**src/rtl/bp_be_trap_ctrl_pkg.sv**
```systemverilog
// Shared RV64 trap definitions: cause codes, privilege modes, FSM states and
// the registered trap record.
package bp_be_trap_ctrl_pkg;

  localparam int cause_width_lp = 6;

  localparam logic [1:0] priv_u_lp = 2'd0;
  localparam logic [1:0] priv_s_lp = 2'd1;
  localparam logic [1:0] priv_m_lp = 2'd3;

  localparam logic [5:0] cause_instr_misaligned_lp   = 6'd0;
  localparam logic [5:0] cause_instr_access_fault_lp = 6'd1;
  localparam logic [5:0] cause_illegal_instr_lp      = 6'd2;
  localparam logic [5:0] cause_breakpoint_lp         = 6'd3;
  localparam logic [5:0] cause_load_misaligned_lp    = 6'd4;
  localparam logic [5:0] cause_load_access_fault_lp  = 6'd5;
  localparam logic [5:0] cause_store_misaligned_lp   = 6'd6;
  localparam logic [5:0] cause_store_access_fault_lp = 6'd7;
  localparam logic [5:0] cause_ecall_u_lp            = 6'd8;
  localparam logic [5:0] cause_ecall_s_lp            = 6'd9;
  localparam logic [5:0] cause_ecall_m_lp            = 6'd11;
  localparam logic [5:0] cause_instr_page_fault_lp   = 6'd12;
  localparam logic [5:0] cause_load_page_fault_lp    = 6'd13;
  localparam logic [5:0] cause_store_page_fault_lp   = 6'd15;

  // Bits 10 and 14 are reserved cause codes and never raise a trap
  localparam logic [63:0] rsvd_mask_lp = (64'd1 << 10) | (64'd1 << 14);

  // Standard causes, index 13 is highest priority, index 0 lowest
  localparam logic [13:0][5:0] exc_prio_order_lp = {
    cause_breakpoint_lp,         cause_instr_page_fault_lp,
    cause_instr_access_fault_lp, cause_illegal_instr_lp,
    cause_instr_misaligned_lp,   cause_ecall_u_lp,
    cause_ecall_s_lp,            cause_ecall_m_lp,
    cause_store_misaligned_lp,   cause_load_misaligned_lp,
    cause_store_page_fault_lp,   cause_load_page_fault_lp,
    cause_store_access_fault_lp, cause_load_access_fault_lp
  };

  typedef enum logic [1:0] {
    e_idle  = 2'd0,
    e_hold  = 2'd1,
    e_drain = 2'd2
  } trap_state_e;

  // Record is stored at full RV64 width; the top slices to vaddr_width_p
  typedef struct packed {
    logic [cause_width_lp-1:0] cause;
    logic [63:0]               epc;
    logic [63:0]               tval;
    logic [63:0]               npc;
    logic [1:0]                target_priv;
  } trap_rec_s;

  // Causes whose trap value is the faulting effective address
  function automatic logic tval_is_vaddr(input logic [cause_width_lp-1:0] c);
    case (c)
      6'd0, 6'd1, 6'd3, 6'd4, 6'd5, 6'd6, 6'd7, 6'd12, 6'd13, 6'd15: return 1'b1;
      default: return 1'b0;
    endcase
  endfunction

endpackage

```
**src/rtl/bp_be_exc_priority_enc.sv**
```systemverilog
// Picks the single winning cause from a one-hot-or-more exception vector.
module bp_be_exc_priority_enc
  import bp_be_trap_ctrl_pkg::*;
#(
  parameter int exc_width_p = 16
) (
  input  logic [exc_width_p-1:0]    exc_i,
  output logic                      v_o,
  output logic [cause_width_lp-1:0] cause_o
);

  logic [63:0] exc_ext;
  assign exc_ext = 64'(exc_i);
  assign v_o     = |exc_i;

  // Custom causes first (lowest index wins), then standard causes overwrite
  // in rising priority so the highest-priority standard cause lands last.
  always_comb begin
    cause_o = '0;
    for (int i = 63; i >= 16; i--) begin
      if (exc_ext[i]) cause_o = 6'(i);
    end
    for (int i = 0; i < 14; i++) begin
      if (exc_ext[exc_prio_order_lp[i]]) cause_o = exc_prio_order_lp[i];
    end
  end

endmodule

```
**src/rtl/bp_be_trap_ctrl.sv**
```systemverilog
// Commit-stage trap controller: encodes the cause, builds a trap record,
// holds it until the consumer takes it, then drains before re-arming.
module bp_be_trap_ctrl
  import bp_be_trap_ctrl_pkg::*;
#(
  parameter int exc_width_p    = 16,
  parameter int vaddr_width_p  = 64,
  parameter int drain_cycles_p = 2
) (
  input  logic                      clk_i,
  input  logic                      reset_n_i,
  input  logic                      v_i,
  output logic                      ready_o,
  input  logic [exc_width_p-1:0]    exc_dec_i,
  input  logic [vaddr_width_p-1:0]  pc_i,
  input  logic [vaddr_width_p-1:0]  vaddr_i,
  input  logic [31:0]               instr_i,
  input  logic [1:0]                priv_mode_i,
  input  logic [exc_width_p-1:0]    medeleg_i,
  input  logic [vaddr_width_p-1:0]  mtvec_i,
  input  logic [vaddr_width_p-1:0]  stvec_i,
  output logic                      trap_v_o,
  input  logic                      trap_yumi_i,
  output logic [cause_width_lp-1:0] cause_o,
  output logic [vaddr_width_p-1:0]  epc_o,
  output logic [vaddr_width_p-1:0]  tval_o,
  output logic [vaddr_width_p-1:0]  npc_o,
  output logic [1:0]                target_priv_o
);

  trap_state_e               state_q, state_d;
  logic [3:0]                cnt_q, cnt_d;
  trap_rec_s                 rec_q, rec_d, new_rec;
  logic [exc_width_p-1:0]    exc_eff;
  logic                      enc_v;
  logic [cause_width_lp-1:0] enc_cause;
  logic                      accept;
  logic [63:0]               deleg_ext;
  logic                      to_s;

  assign exc_eff   = exc_dec_i & ~rsvd_mask_lp[exc_width_p-1:0];
  assign deleg_ext = 64'(medeleg_i);

  bp_be_exc_priority_enc #(.exc_width_p(exc_width_p)) u_enc (
    .exc_i   (exc_eff),
    .v_o     (enc_v),
    .cause_o (enc_cause)
  );

  assign accept = v_i & ready_o & enc_v;

  // Build the candidate trap record from the committing instruction
  always_comb begin
    new_rec       = '0;
    to_s          = (priv_mode_i != priv_m_lp) & deleg_ext[enc_cause];
    new_rec.cause = enc_cause;
    new_rec.epc   = 64'(pc_i) & ~64'd1;
    if (enc_cause == cause_illegal_instr_lp) new_rec.tval = 64'(instr_i);
    else if (tval_is_vaddr(enc_cause))       new_rec.tval = 64'(vaddr_i);
    else                                     new_rec.tval = '0;
    new_rec.target_priv = to_s ? priv_s_lp : priv_m_lp;
    new_rec.npc = (to_s ? 64'(stvec_i) : 64'(mtvec_i)) & ~64'd3;
  end

  // State, drain counter and trap record; reset clears everything
  always_ff @(posedge clk_i) begin
    if (!reset_n_i) begin
      state_q <= e_idle;
      cnt_q   <= '0;
      rec_q   <= '0;
    end else begin
      state_q <= state_d;
      cnt_q   <= cnt_d;
      rec_q   <= rec_d;
    end
  end

  // Next-state: capture on accept, hold until yumi, then count down the drain
  always_comb begin
    state_d = state_q;
    cnt_d   = cnt_q;
    rec_d   = rec_q;
    case (state_q)
      e_idle: begin
        if (accept) begin
          state_d = e_hold;
          rec_d   = new_rec;
        end
      end
      e_hold: begin
        if (trap_yumi_i) begin
          if (drain_cycles_p == 0) begin
            state_d = e_idle;
          end else begin
            state_d = e_drain;
            cnt_d   = 4'(drain_cycles_p);
          end
        end
      end
      e_drain: begin
        if (cnt_q <= 4'd1) begin
          state_d = e_idle;
          cnt_d   = '0;
        end else begin
          cnt_d = cnt_q - 4'd1;
        end
      end
      default: begin
        state_d = e_idle;
        cnt_d   = '0;
      end
    endcase
  end

  // Outputs: handshake from state, data straight from the held record
  always_comb begin
    ready_o       = (state_q == e_idle);
    trap_v_o      = (state_q == e_hold);
    cause_o       = rec_q.cause;
    epc_o         = rec_q.epc[vaddr_width_p-1:0];
    tval_o        = rec_q.tval[vaddr_width_p-1:0];
    npc_o         = rec_q.npc[vaddr_width_p-1:0];
    target_priv_o = rec_q.target_priv;
  end

endmodule
```
**config.mk**
```make
export PLATFORM = sky130hd
export DESIGN_NAME = bp_be_trap_ctrl
export DESIGN_NICKNAME = d
export VERILOG_FILES = /design/src/rtl/bp_be_trap_ctrl_pkg.sv /design/src/rtl/bp_be_exc_priority_enc.sv /design/src/rtl/bp_be_trap_ctrl.sv
export SDC_FILE = /design/constraint.sdc
export NUM_CORES = 1
export LEC_CHECK = 0
export BUFFER_PORTS_ARGS = -buffer_cell sky130_fd_sc_hd__clkbuf_2
export CAP_MARGIN = 10
export CORE_AREA = 4 4 201 203
export DETAILED_ROUTE_END_ITERATION = 7
export DIE_AREA = 0 0 205 207
export GPL_ROUTABILITY_DRIVEN = 0
export GPL_TIMING_DRIVEN = 0
export SETUP_SLACK_MARGIN = 0.15
export SYNTH_ARGS = -nofsm -noshare
export SYNTH_HDL_FRONTEND = slang
export SYNTH_SLANG_ARGS = --single-unit
export TNS_END_PERCENT = 100
```
**constraint.sdc**
```tcl
create_clock -name clk_i -period 4.75 [get_ports clk_i]
set_clock_uncertainty 0.05 [all_clocks]
set_input_delay 0.7125 -clock clk_i [delete_from_list [all_inputs] [get_ports clk_i]]
set_output_delay 0.7125 -clock clk_i [all_outputs]
set_load 0.01 [all_outputs]
```
After elaboration in Yosys (flattened, before gate mapping)
Memory sizes are Yosys's and may differ from the RTL's.
Cells that the tools add are included.
{ "classes": {"add_sub_neg": 1, "magnitude_cmp": 2, "bitwise": 4, "reduce_logical": 6, "eq_ne": 7, "n_mux": 29} }
{ "op_table": {"columns": ["operator", "count"], "rows": [
  ["64-bit two-way mux", 3],
  ["4-bit two-way mux", 14],
  ["14-bit OR reduction", 1],
  ["4-bit one-hot mux with 3 select lines", 1],
  ["2-bit two-way mux", 4],
  ["6-bit by 7-bit less-than comparator with 1-bit output (second input constant)", 1],
  ["1-bit binary-select mux with 6-bit select", 1],
  ["6-bit by 2-bit == test with 1-bit output (second input constant)", 1],
  ["3-bit two-way mux", 2],
  ["2-bit one-hot mux with 3 select lines", 1],
  ["4-bit by 1-bit <= comparator with 1-bit output (second input constant)", 1],
  ["2-bit by 1-bit != test with 1-bit output (second input constant)", 2],
  ["2-bit != test (second input constant)", 2],
  ["2-bit AND reduction", 2],
  ["4-bit by 1-bit subtractor with 4-bit output (second input constant)", 1],
  ["1-bit AND", 3],
  ["1-bit two-way mux", 3],
  ["3-bit AND reduction", 1],
  ["2-bit by 1-bit == test with 1-bit output (second input constant)", 1],
  ["2-bit == test (second input constant)", 1],
  ["2-bit logical NOT", 1],
  ["2-bit logical NOT (first input constant)", 1],
  ["1-bit NOT", 1]
]} }
{ "totals": {"regBits": 203, "memories": 1, "romBits": 16, "output_inout_bits": 202} }
{ "mem_list": {"columns": ["name", "words", "word_bits", "read_ports", "rd_clocked_by_memory_dff", "wr", "line_no", "rtl"], "rows": [
  ["(no name shown)", 16, 1, 1, 0, 0, "bp_be_trap_ctrl_pkg.sv:57", "case (c)"]
]} }

Depth between registers and ports, before layout
An unclocked memory read counts as a cell.
{ "logic_depth": {"ltp_word": 19, "ltp_mapped": 10} }

Cells and area by module
Synthesis repeated with hierarchy kept, for this count alone.
{ "unflattened": {"hier_cells": 1050, "area_unflattened_um2": 9128.8} }
{ "by_module_without_submodules": {"columns": ["mod", "seq_area_each_um2", "cells_each", "area_each_um2", "instances"], "rows": [
  ["bp_be_trap_ctrl", 4063.9, 1023, 8959.8, 1],
  ["bp_be_exc_priority_enc", 0.0, 27, 168.9, 1]
]} }

Worst setup path after synthesis
Ideal clock, no wire load.
{ "synth_path": {"kind": "input-to-reg", "from": "input exc_dec_i[8]", "to": "register rec_q (netlist bit npc_o[10])", "arrival_ns": 2.757, "path_slack_ns": 1.821, "required_time_ns": 4.578, "setup_ns": 0.122, "path_stages": 9, "cell_sequence": "or4_4 -> a311oi_4 -> nor3_2 -> a221o_2 -> and3_1 -> clkbuf_2 -> clkbuf_4 -> o21ai_2 -> a21oi_2"} }
{ "synth_between": {"elab_chain_len": 10} }
{ "synth_lines": {"columns": ["item", "line_no", "rtl"], "rows": [
  ["start: declaration", "bp_be_trap_ctrl.sv:14", "input logic [exc_width_p-1:0] exc_dec_i,"],
  ["4-bit two-way mux (6 in a row)", "bp_be_exc_priority_enc.sv:24", "if (exc_ext[exc_prio_order_lp[i]]) cause_o = exc_prio_order_lp[i];"],
  ["1-bit binary-select mux with 6-bit select", "bp_be_trap_ctrl.sv:55", "to_s = (priv_mode_i != priv_m_lp) & deleg_ext[enc_cause];"],
  ["1-bit two-way mux (not written as such)", "bp_be_trap_ctrl.sv:55", null],
  ["1-bit AND", "bp_be_trap_ctrl.sv:55", null],
  ["64-bit two-way mux", "bp_be_trap_ctrl.sv:62", "new_rec.npc = (to_s ? 64'(stvec_i) : 64'(mtvec_i)) & ~64'd3;"],
  ["end signal: assignment", "bp_be_trap_ctrl.sv:74", "rec_q <= rec_d;"],
  ["end: declaration", "bp_be_trap_ctrl.sv:33", "trap_rec_s rec_q, rec_d, new_rec;"]
]} }
Several ways; a longest one is shown, not always the timed one. The select of a mux whose other input is x is not followed.
A chain may end at the register's enable or synchronous reset.

Worst setup path after layout
{ "layout_path": {"from": "input exc_dec_i[4]", "to": "register rec_q (netlist bit tval_o[11])"} }
{ "layout_between": {"elab_chain_len": 15} }
{ "layout_lines": {"columns": ["item", "line_no", "rtl"], "rows": [
  ["4-bit two-way mux (10 in a row)", "bp_be_exc_priority_enc.sv:24", null],
  ["memory read 16 x 1 bit", null, null],
  ["1-bit two-way mux", "bp_be_trap_ctrl_pkg.sv:57", null],
  ["1-bit two-way mux", "bp_be_trap_ctrl.sv:58", "if (enc_cause == cause_illegal_instr_lp) new_rec.tval = 64'(instr_i);"],
  ["64-bit two-way mux", "bp_be_trap_ctrl.sv:59", "else if (tval_is_vaddr(enc_cause)) new_rec.tval = 64'(vaddr_i);"],
  ["64-bit two-way mux", "bp_be_trap_ctrl.sv:58", null]
]} }
Several ways; a longest one is shown, not always the timed one. The select of a mux whose other input is x is not followed.

==> qor.txt <==
H-tree levels: 1
Slew HR: 0.349
Final Util: 0.333
Die Ht: 207 um
Fin area: 0.0128 sq mm
Area Overhead vs Synth: 44.7%
Primary flip-flop cell chosen by synthesis mapping: dfxtp_1
Storage element area: 0.00402 sq mm
Drt first-iter violations: 558
Cells along the critical path: clkbuf_2 -> o31ai_1 -> a21o_1 -> nor2_1 -> and2_1 -> buf_2 -> o22ai_2 -> clkbuf_1 -> a221oi_1 -> nor3_1
Die width: 205 um
Synthesized netlist cell count: 1053
Layout cell share with drive strength beyond 1: 0.435
Ports: 528
Final Max Slew Viols: 0
Worst Setup SP: exc_dec_i[4]
Simple-gate portion of the synthesized area: 0.156
Leakage power: 5.68 nW
Post-CTS Setup Bufs: 0
Routed length per instance: 18.8 um
Clock transition at path regs: 0.06 ns
Post-synthesis sequential area ratio: 0.454
CP max stage delay: 0.73 ns
Status: completed
Post-synth top area cell: dfxtp_1
Top-area cell type share of the netlist area: 0.454
CTS Hold Bufs: 0
Yosys cell types: 60
Worst hold path depth: 3
R2R cell count: 8
Critical Path End Type: flip-flop
CP Launch Type: input port
Xor/xnor share of the synthesized area: 0
CTS tree: built
VDD IR max: 0.270 mV
Hold Crit Class: in -> reg
Top post-synthesis cells by count: dfxtp_1, nand2_1, a21oi_1, o21ai_0, a31oi_1
Vias in the first global route: 10239
Vias per cell: 4.72
First-pass GRT wire length: 59100 um
Max cap viols: 0
Fmax: 0.285 GHz
Final routed DRC violation total: 0
Setup Total Neg Slack: 0 ns
RSZ-0062 raised after global routing: no
CTS Buf Count: 23
Clk sinks: 201
FF+latch count, synth: 201
Fillers: 4126
Via count: 10043
Min-delay src: mtvec_i[21]
Global route total overflow: 0
Critical Path Slowest Stage Cell: o22ai_2
Post-DP HPWL: 31900 um
Required @ worst endpoint: 5.12 ns
DRT Pass-1 Iters: 5
Arrival time of the worst setup path: 3.88 ns
Tcrit/Tclk final: 0.739
CTS max path bufs: 3
Compound-Gate Fraction of Synth Area: 0.311
Antenna-violating nets left: 0
FF-to-FF setup slack: 1.85 ns
Reg2reg start: state_q[0]
Levels on crit path: 10
Most frequent cell after synthesis: dfxtp_1
# rows: 72
Mapped Area: 0.00886 sq mm
Endpoint, Worst Hold: npc_o[21]
Top delay family on crit path: compound AO/OA/AOI/OAI gates
Max FO, Critical Path: 10
Core area: 0.0385 sq mm
Main combinational cell family by area after synthesis: compound AO/OA/AOI/OAI gates
PwrDens: 424 mW/mm^2
Yosys warns: 0
Tmin final: 3.51 ns
Worst path bufs/invs: 3
Final Hold Fails: 0
Synth async-reset ratio: 0
Final wirelength: 39900 um
Synth Area in Adders: 0.00706
Synth top area cells: dfxtp_1, nand2_1, a21oi_1, a21oi_2, o21ai_2
Crit Path Class: in -> reg
R2R Path End: epc_o[47]
Synthesized area per cell: 8.42 sq um
Area occupied by multi-input gates: 0.00425 sq mm
Buffers on Ports: 514
Post-DP Area: 0.0121 sq mm
Final net count: 1927
Resize count post-CTS: 0
Clk root buf: clkbuf_16
Mux contribution to synthesized area: 0.00339
Post-synth EDFFs: 0
Clk Latency, worst-skew pair: 0.52 ns
Largest net degree at the start of global routing: 13
Pre-CTS setup slack: 0.672 ns
Die ar.: 0.0424 sq mm
Final WS setup: 1.24 ns
Final setup fails: 0
GRT Total Usage: 0.176
Slew @ Worst Pin: 0.977 ns
Initial core utilization: 0.230
Initial antenna violation count: 1
-- routing by layer --
| layer | share of wire | GRT usage |
|---|---|---|
| met1 | 0.39 | 0.202 |
| met2 | 0.48 | 0.308 |
| met3 | 0.089 | 0.0496 |
| met4 | 0.039 | 0.0723 |
| met5 | 0 | 0 |
-- layout make-up --
class | instances | area share
buffer | 106 | 0.0447
inverter | 7 | 0.00205
multi-input combinational | 743 | 0.332
timing repair buffer | 514 | 0.201
clock buffer | 32 | 0.0522
antenna | 1 | 0.000195
sequential | 201 | 0.314
clock inverter | 5 | 0.00439
tap | 518 | 0.0505
-- per-stage QoR --
step | instances | power, mW | hold WS [ns]
2_1_floorplan | 1057 | 3.00 | 0.407
3_3_place_gp | 2089 | 3.74 | 0.390
3_5_place_dp | 2089 | 3.76 | 0.397
4_1_cts | 2126 | 5.51 | 0.329
5_1_grt | 2127 | 5.74 | 0.342
6_report | 2127 | 5.44 | 0.361
-- sequential cells by signal, indices dropped and copies added, names as in the netlist --
name	cells
cnt_q	4
epc_o	63
target_priv_o	2
npc_o	62
tval_o	64
state_q	2
cause_o	4
-- worst register-to-register path, stage by stage, from the launching register on --
cell and delay (ns):
dfxtp_1 0.33, inv_1 0.08, ha_1 0.28, and3_1 0.18, buf_2 0.29, clkbuf_1 0.68, clkbuf_1 0.64, nand2_1 0.12
a21oi_1 0.17
-- where the power goes --
part	internal, mW	switching, mW	total (mW)
clock	1.03	0.700	1.73
combinational	0.607	1.03	1.64
sequential	1.93	0.136	2.07
total	3.57	1.87	5.44
-- worst max path at each step --
stage                 endpoint  slack (ns)
floorplan            npc_o[10]        1.82
CTS                 cause_o[2]        1.23
global placement    cause_o[2]        0.69
finish              tval_o[11]        1.24
detailed placement  cause_o[2]        0.67
global route        tval_o[11]        0.89
-- cells by family (layout without fill, tap and decap cells) --
kind of cell             count (synthesis)  count (layout)
AO/OA/AOI/OAI                          414             414
AND/OR/NAND/NOR                        316             316
flip-flops                             201             201
buffers and inverters                  113             664
adder cells (fa/ha/maj)                  5               5
multiplexers                             3               3
other                                    1               6
-- cell usage in the layout (no fill, tap or decap), types with 2 or more instances in the layout --
master     Yosys  routed
clkbuf_2       2     516
buf_1          7       7
nor2b_1        3       3
clkbuf_4       5       5
clkbuf_8       0       6
buf_4          5       5
nand3_1       34      34
dfxtp_1      201     201
a221oi_1      32      32
a21oi_2       50      50
buf_12         7       7
o21ai_0       69      69
nand2_1      168     168
inv_1          7       7
nor4_1         2       2
a21oi_1      116     116
nor3_1        38      38
o21ai_2       50      50
clkinv_2       0       2
conb_1         1       5
clkbuf_1      63      66
and3_1         2       2
a211oi_1       2       2
buf_2         17      17
mux2i_1        3       3
ha_1           5       5
and2_1         2       2
o21ai_1       10      10
a221o_2        2       2
clkbuf_16      0      23
nand2b_1       2       2
o211ai_1       2       2
o31ai_1        3       3
a31oi_1       65      65
nor2_1        49      49
nand4_1        2       2
(Power assumes the default switching activity.)
